<file path="config.mk">
export PLATFORM = sky130hd
export DESIGN_NAME = multdiv_controller
export DESIGN_NICKNAME = d
export VERILOG_FILES = /design/src/rtl/multdiv_controller.sv
export SDC_FILE = /design/constraint.sdc
export NUM_CORES = 1
export LEC_CHECK = 0
export CORE_ASPECT_RATIO = 0.6
export CORE_MARGIN = 2
export CORE_UTILIZATION = 34
export DETAILED_ROUTE_END_ITERATION = 7
export PLACE_DENSITY = 0.77
export SLEW_MARGIN = 20
export SYNTH_ARGS = -nofsm -noshare
export SYNTH_HDL_FRONTEND = slang
export SYNTH_SLANG_ARGS = --single-unit
</file>
<file path="constraint.sdc">
create_clock -name clock -period 1.6 [get_ports clock]
set_input_delay 0.16 -clock clock [delete_from_list [all_inputs] [get_ports clock]]
set_output_delay 0.16 -clock clock [all_outputs]
set_load 0.05 [all_outputs]
</file>
<file path="src/rtl/multdiv_controller.sv">
// Sequencer for the iterative multiply/divide unit in the execute stage.
// Captures mul/div operands, pulses start, stalls until ready or timeout, then reports once.
module multdiv_controller #(
  parameter int unsigned TIMEOUT    = 40,
  parameter logic [31:0] MUL_STATUS = 32'd4,
  parameter logic [31:0] DIV_STATUS = 32'd5
) (
  input  logic        clock,
  input  logic        reset,
  input  logic [31:0] insn_x,
  input  logic [31:0] operand_a,
  input  logic [31:0] operand_b,
  input  logic        kill,
  output logic        md_ctrl_mult,
  output logic        md_ctrl_div,
  output logic [31:0] md_operand_a,
  output logic [31:0] md_operand_b,
  input  logic [31:0] md_result,
  input  logic        md_exception,
  input  logic        md_ready,
  output logic        stall,
  output logic [31:0] result,
  output logic        result_valid,
  output logic        status_we,
  output logic [31:0] status_value,
  output logic        busy
);

  localparam int unsigned DW = 32;
  localparam int unsigned CW = (TIMEOUT > 1) ? $clog2(TIMEOUT) : 1;
  localparam logic [4:0]  MUL_FUNCT = 5'b00110;
  localparam logic [4:0]  DIV_FUNCT = 5'b00111;

  typedef enum logic [1:0] {
    S_IDLE,
    S_START,
    S_WAIT,
    S_DONE
  } state_t;

  state_t        state_q;
  state_t        state_d;
  logic [CW-1:0] count_q;
  logic          op_div_q;
  logic          exc_q;

  logic          is_mul_c;
  logic          is_div_c;
  logic          is_md_c;
  logic          latch_c;
  logic          fin_ready_c;
  logic          fin_timeout_c;
  logic          timeout_hit_c;
  logic          unused_insn_c;

  // Opcode field must be zero and the funct field must select mul or div.
  assign is_mul_c      = (insn_x[31:27] == 5'b00000) && (insn_x[6:2] == MUL_FUNCT);
  assign is_div_c      = (insn_x[31:27] == 5'b00000) && (insn_x[6:2] == DIV_FUNCT);
  assign is_md_c       = is_mul_c || is_div_c;
  assign timeout_hit_c = (count_q == CW'(TIMEOUT - 1));
  assign unused_insn_c = ^{insn_x[26:7], insn_x[1:0]};

  assign busy = (state_q != S_IDLE);

  // State register.
  always_ff @(posedge clock or negedge reset) begin
    if (!reset) begin
      state_q <= S_IDLE;
    end else begin
      state_q <= state_d;
    end
  end

  // Next-state and single-cycle control outputs.
  always_comb begin
    state_d       = state_q;
    latch_c       = 1'b0;
    fin_ready_c   = 1'b0;
    fin_timeout_c = 1'b0;
    md_ctrl_mult  = 1'b0;
    md_ctrl_div   = 1'b0;
    result_valid  = 1'b0;
    status_we     = 1'b0;
    stall         = 1'b0;

    unique case (state_q)
      S_IDLE: begin
        if (is_md_c && !kill) begin
          latch_c = 1'b1;
          stall   = 1'b1;
          state_d = S_START;
        end
      end
      S_START: begin
        stall        = 1'b1;
        md_ctrl_mult = !kill && !op_div_q;
        md_ctrl_div  = !kill && op_div_q;
        state_d      = S_WAIT;
      end
      S_WAIT: begin
        stall = 1'b1;
        if (md_ready) begin
          fin_ready_c = 1'b1;
          state_d     = S_DONE;
        end else if (timeout_hit_c) begin
          fin_timeout_c = 1'b1;
          state_d       = S_DONE;
        end
      end
      S_DONE: begin
        result_valid = !kill && !exc_q;
        status_we    = !kill && exc_q;
        state_d      = S_IDLE;
      end
      default: state_d = S_IDLE;
    endcase

    // A squash abandons whatever is in flight, including a same-cycle completion.
    if (kill) begin
      state_d       = S_IDLE;
      fin_ready_c   = 1'b0;
      fin_timeout_c = 1'b0;
    end

    // Keep the pipeline free while the block is held in reset.
    if (!reset) begin
      stall = 1'b0;
    end
  end

  // Operand latches, WAIT counter and completion capture.
  always_ff @(posedge clock or negedge reset) begin
    if (!reset) begin
      md_operand_a <= '0;
      md_operand_b <= '0;
      op_div_q     <= 1'b0;
      count_q      <= '0;
      result       <= '0;
      exc_q        <= 1'b0;
      status_value <= '0;
    end else begin
      if (latch_c) begin
        md_operand_a <= operand_a;
        md_operand_b <= operand_b;
        op_div_q     <= is_div_c;
      end
      if (state_q == S_START) begin
        count_q <= '0;
      end else if (state_q == S_WAIT) begin
        count_q <= count_q + CW'(1);
      end
      if (fin_ready_c || fin_timeout_c) begin
        result       <= fin_ready_c ? md_result : DW'(0);
        exc_q        <= fin_ready_c ? md_exception : 1'b1;
        status_value <= op_div_q ? DIV_STATUS : MUL_STATUS;
      end
    end
  end

endmodule
</file>
==> results.txt, run 1 <==
Setup violations, final = 105
Peak supply drop = 0.920 mV
DP HPWL = 8540 µm
Slew Viols, Final = 0
Critical Path Stages = 7
PwrDens = 1250 nW/µm²
Psw = 3.52 mW
Synth Register Bits = 108
Critical path startpoint = state_q[1]
CP max stage delay = 400 ps
GR Overflow Total = 0
FMAX = 523 MHz
Htree depth = 3
Hold Crit Class = in2reg
Synth Flop Type = dfrtp_1
Yosys warnings = 0
Cell-internal power = 5.83 mW
Die W = 152 µm
RR Endpoint = result[0]
Synthesized cell area = 4440 µm²
Number of diodes = 0
Initial DRC Count = 79
Core ar. = 12800 µm²
Number of port buffers = 214
R2R cell count = 8
Synth Instances = 310
DR WL/cell = 16.8 µm
Worst-margin pin slew = 564 ps
GRT Resource Usage Total = 17.1%
Netlist cell types = 32
Die height = 92.5 µm
Clock sinks = 108
CP arrival = 1750 ps
I/O pins = 267
Critical path's slowest cell = dfrtp_1
Post-layout nets = 701
CP required = 1440 ps
Routed Antenna Nets = 0
Starting density of the core = 34.7%
Fin. Hold Viols = 0
Clock buffer depth = 2
Comb pwr share = 40.6%
Clock share of power = 22.7%
DRC Markers = 0
Die area = 14000 µm²
Critical path cell sequence = inv_2 -> ha_4 -> nor2b_1 -> nand4_1 -> nor2b_4 -> nor3b_4 -> buf_12
Vias in the first global route = 3419
CP delay by family, top = simple AND/OR/NAND/NOR gates
Row count = 32
CP Max Fanout = 2
Initial antenna violation count = 0
RSZ-0062 raised after global routing = yes
Outcome = complete, but fails checks
Area added between synthesis and finish = 68.9%
Worst-path clk slew = 70 ps
Critical path type = reg2out
Register area share after synthesis = 60.8%
CTS buffer count = 9
Failing checks = setup timing
Leakage power total = 3.83 nW
DP Worst Slack = -283 ps
Crit path capture = stall
Vias per inst = 4.57
Avg Inst Size Synth = 14.3 µm²
Final Skew = 6.31 ps
Vias = 3372
Sequential Power Share = 36.7%
Placer Congestion = 0.769
Synth top area cells = dfrtp_1 61%, mux2_2 13%, a22o_1 6.3%, buf_4 5.9%, mux2_1 3.8%
Critical Path Source Type = flip-flop
Largest net degree at the start of global routing = 109
Layout Cells excl Fill = 738
CTS tree = done
First-pass GRT wire length = 18400 µm
R2R Setup Slk = -310 ps
Sw Ratio = 37.7%
Root Buffer = clkbuf_16
Setup TNS = -20500 ps
Fraction of layout cells with a size suffix above 1 = 43.8%
Dpl cells = 704
Post-synth top area share = 60.8%
Tcrit/Tclk final = 119%
Setup slack after layout = -311 ps
Buffers & Inverters on Critical Path = 2
Area leader, netlist = dfrtp_1
Worst reg2reg path startpoint = state_q[0]
DRT Wirelength = 12400 µm
Endpoint type of the worst setup path = output pin
Worst slew margin = 62.4%
EDFF count, synth = 0
Router iterations before antenna repair = 4
Overall Power = 9.35 mW
Hold Path Stages = 2
Clock period minus worst slack = 1910 ps
Async set-reset flop share out of synthesis = 100%
Max-cap viol count = 0
Worst skew pair latency = 340 ps
Finished Core Util = 58.6%
[layer usage]
metal	global-route usage [%]	routed length, µm
met1	22.7	5320
met2	26.5	5730
met3	6.60	1240
met4	3.94	107
met5	0	0
[worst min path at each step]
stage / from / to / slack [ps]
after detailed placement: reset / result[31] / 310
final: md_result[16] / result[16] / 410
after CTS: operand_a[13] / md_operand_a[13] / 400
after floorplan: reset / count_q[0] / -140
after global routing: operand_a[13] / md_operand_a[13] / 400
after global placement: reset / result[28] / 300
[cell usage in the layout, fill, tap and decap left out, types with 5 or more instances in the layout]
cell type and count:
a22o_1 32, buf_12 13, buf_16 7, buf_4 122, clkbuf_16 9, clkdlybuf4s50_1 109, conb_1 30, dfrtp_1 108
mux2_2 50, mux2_4 14, nor2_1 5
[power by group through the flow]
stage	Sequential [mW]	Clock [mW]	Combinational [mW]
2_1_floorplan	4.75	0	0.910
3_3_place_gp	3.45	0	3.51
3_5_place_dp	3.46	0	3.55
4_1_cts	3.43	2.21	3.73
5_1_grt	3.49	2.34	3.98
6_report	3.43	2.13	3.79
[state kept, by name, summed over array words and instances, names as in the netlist]
name          cells
md_operand_a     32
md_operand_b     32
result           32
count_q           6
state_q           2
status_value      2
exc_q             1
op_div_q          1
[cell type report]
type	count	area, µm²
inverters	6	22.5
flip-flops and latches	108	2700
clock buffers	12	256
multi-input cells	178	1680
clock inverters	4	32.5
repair buffers	260	2590
well taps	170	213
fillers	1040	5310
[stage by stage]
| stage | hold WS [ps] | cell area (µm²) |
|---|---|---|
| after detailed placement | 307 | 6670 |
| after floorplan | -136 | 4580 |
| after global placement | 296 | 6670 |
| after global routing | 397 | 7500 |
| after CTS | 397 | 7450 |
| final | 415 | 7500 |
[cell families (layout without fill, tap and decap cells)]
group | after synthesis | in the layout | synth area share [%]
flops | 108 | 108 | 60.8
mux | 69 | 69 | 17.4
buf+inv | 53 | 282 | 8.03
compound gates | 43 | 43 | 7.69
simple gates | 29 | 29 | 4.11
fa+ha+maj | 5 | 5 | 1.41
xor+xnor | 2 | 2 | 0.394
other cells | 1 | 30 | 0.0844
[cells in the mapped netlist, drive strengths merged, types with 2 or more instances]
cell type  instances
a21oi              5
a22o              32
and3b              2
buf               42
clkbuf             5
dfrtp            108
ha                 5
inv                6
mux2              67
mux2i              2
nand2              2
nand2b             5
nand4              2
nor2               5
nor2b              3
nor3b              5
o21ai              3
[what timing repair did]
| action | 4_1_cts | 5_1_grt |
|---|---|---|
| buffers inserted | 9 | 3 |
| gates cloned | 8 | 0 |
| hold buffers | 1 | 0 |
| pin swaps | 4 | 8 |
| gates resized for setup | 56 | 7 |
| endpoints found under the setup margin | 101 | 106 |
| endpoints found under the hold margin | 108 | 0 |
No activity file was read; power rests on OpenSTA's default activity.
==> run 2, diff against run 1 <==
--- a/config.mk
+++ b/config.mk
@@ -8,6 +8,7 @@
 export CORE_ASPECT_RATIO = 0.6
 export CORE_MARGIN = 2
 export CORE_UTILIZATION = 34
+export CTS_BUF_LIST = sky130_fd_sc_hd__clkbuf_16
 export DETAILED_ROUTE_END_ITERATION = 7
 export PLACE_DENSITY = 0.77
 export SLEW_MARGIN = 20
==> run 2 against run 1 <==
Compared with the run above:
- the flow still finishes with violations (setup timing)
- clock skew is 0.90 ps lower
- non-clock buffer count is 1 higher
- via count is 0.30% higher
- die area stayed put
==> results.txt, run 2 (same netlist as run 1, synthesis figures left out) <==
Fin. Hold Viols = 0 (unchanged)
PwrDens = 1230 nW/µm² (was 1250 nW/µm²)
Outcome = complete, but fails checks (unchanged)
First-pass GRT wire length = 18300 µm (was 18400 µm)
CP required = 1440 ps (about the same)
DP HPWL = 8540 µm (unchanged)
Slew Viols, Final = 0 (unchanged)
Critical path type = reg2out (unchanged)
Worst-path clk slew = 70 ps (about the same)
Initial antenna violation count = 0 (unchanged)
Sequential Power Share = 37.1% (was 36.7%)
Hold Crit Class = in2reg (unchanged)
Post-layout nets = 702 (was 701)
Failing checks = setup timing (unchanged)
Root Buffer = clkbuf_16 (unchanged)
Overall Power = 9.25 mW (was 9.35 mW)
Vias = 3382 (was 3372)
Setup slack after layout = -315 ps (was -311 ps)
Clock sinks = 108 (unchanged)
DRT Wirelength = 12300 µm (was 12400 µm)
Die W = 152 µm (unchanged)
Psw = 3.52 mW (about the same)
Critical path startpoint = state_q[1] (unchanged)
Commonest non-fill, non-tap cell in the layout = buf_4 (unchanged)
CP arrival = 1760 ps (was 1750 ps)
Die area = 14000 µm² (unchanged)
Sw Ratio = 38.0% (was 37.7%)
Critical Path Source Type = flip-flop (unchanged)
Cell-internal power = 5.73 mW (was 5.83 mW)
Area added between synthesis and finish = 69.2% (was 68.9%)
DRC Markers = 0 (unchanged)
Clock buffer depth = 2 (unchanged)
Number of port buffers = 214 (unchanged)
CTS buffer count = 9 (unchanged)
I/O pins = 267 (unchanged)
GRT Resource Usage Total = 16.9% (was 17.1%)
DP Worst Slack = -283 ps (unchanged)
Final Skew = 5.41 ps (was 6.31 ps)
Commonest non-fill, non-tap cells in the layout = 120 x buf_4, 109 x clkdlybuf4s50_1, 108 x dfrtp_1, 48 x mux2_2, 32 x a22o_1 (was 122 x buf_4, 109 x clkdlybuf4s50_1, 108 x dfrtp_1, 50 x mux2_2, 32 x a22o_1)
Htree depth = 3 (unchanged)
Worst reg2reg path startpoint = state_q[0] (unchanged)
Peak supply drop = 0.924 mV (was 0.920 mV)
Router iterations before antenna repair = 4 (unchanged)
Max-cap viol count = 0 (unchanged)
Vias in the first global route = 3429 (was 3419)
Die height = 92.5 µm (unchanged)
Core ar. = 12800 µm² (unchanged)
Number of diodes = 0 (unchanged)
Hold_sp = md_result[16] (unchanged)
Row count = 32 (unchanged)
Top Registers = md_operand_a x32, md_operand_b x32, result x32 (unchanged)
Worst slew margin = 62.6% (was 62.4%)
Leakage power total = 3.84 nW (was 3.83 nW)
Largest net degree at the start of global routing = 109 (unchanged)
GR Overflow Total = 0 (unchanged)
Worst-margin pin slew = 561 ps (was 564 ps)
Worst skew pair latency = 340 ps (about the same)
Routed Antenna Nets = 0 (unchanged)
RSZ-0062 raised after global routing = yes (unchanged)
Clock share of power = 21.8% (was 22.7%)
Placer Congestion = 0.769 (unchanged)
CP Max Fanout = 2 (unchanged)
Fraction of layout cells with a size suffix above 1 = 44.1% (was 43.8%)
CTS tree = done (unchanged)
Tcrit/Tclk final = 120% (was 119%)
Starting density of the core = 34.7% (unchanged)
DR WL/cell = 16.6 µm (was 16.8 µm)
Comb pwr share = 41.1% (was 40.6%)
FMAX = 522 MHz (was 523 MHz)
Initial DRC Count = 80 (was 79)
Setup violations, final = 104 (was 105)
Clock period minus worst slack = 1920 ps (was 1910 ps)
Endpoint type of the worst setup path = output pin (unchanged)
Vias per inst = 4.58 (was 4.57)
WHS = 415 ps (about the same)
## run 2: worst paths after layout
| check | end | slack [ps] | cells after the start |
|---|---|---|---|
| hold / removal | result[16] | 420 | 2 |
| setup reg to reg | result[0] | -300 | 8 |
| min in group asynchronous | result[30] | 480 | 3 |
| hold reg to reg | status_value[2] | 500 | 1 |
| setup / recovery | stall | -320 | 7 |
| max in group asynchronous | result[4] | 700 | 3 |
## run 2: cell type report
type	instances	area, µm²
clock buffers	9	225
clock inverters	7	43.8
fillers	1034	5300
inverters	6	22.5
multi-input cells	178	1700
flip-flops and latches	108	2700
well taps	170	213
repair buffers	261	2610
## run 2: power by group through the flow
stage,logic (mW),registers [mW],clock network [mW]
finish,3.80,3.43,2.02
global route,3.98,3.49,2.23
CTS,3.73,3.43,2.10
detailed placement,3.55,3.46,0
global placement,3.51,3.45,0
floorplan,0.910,4.75,0
## run 2: what timing repair did
item,in CTS,in global routing
resized for setup,65,12
setup buffers,12,3
hold buffers,1,0
pin swaps,4,8
hold endpoints to repair,108,0
gates cloned,8,0
endpoints found under the setup margin,101,106
## run 2: critical path, cell delays in order, from the launching register on
cell	delay (ps)
dfrtp_1	400
inv_2	90
ha_4	130
nor2b_1	120
nand4_1	130
nor2b_4	170
nor3b_4	210
buf_12	160
## run 2: per-stage QoR
step / instance area (µm²) / util, % / setup TNS (ps) / cells
after CTS: 7490 / 58.5 / -19650 / 739
after detailed placement: 6670 / 52.0 / -22080 / 704
after global placement: 6670 / 52.0 / -19170 / 704
after floorplan: 4580 / - / -2240 / 339
final: 7520 / 58.7 / -21300 / 739
after global routing: 7520 / 58.7 / -28310 / 739
## run 2: per-layer routing
layer	vias to the layer above	share of wire, %	GRT usage (%)
li1	1542	-	-
met3	13	10	6.50
met1	1670	43	22.6
met2	157	46	26.1
met5	-	0	0
met4	0	1.1	3.94
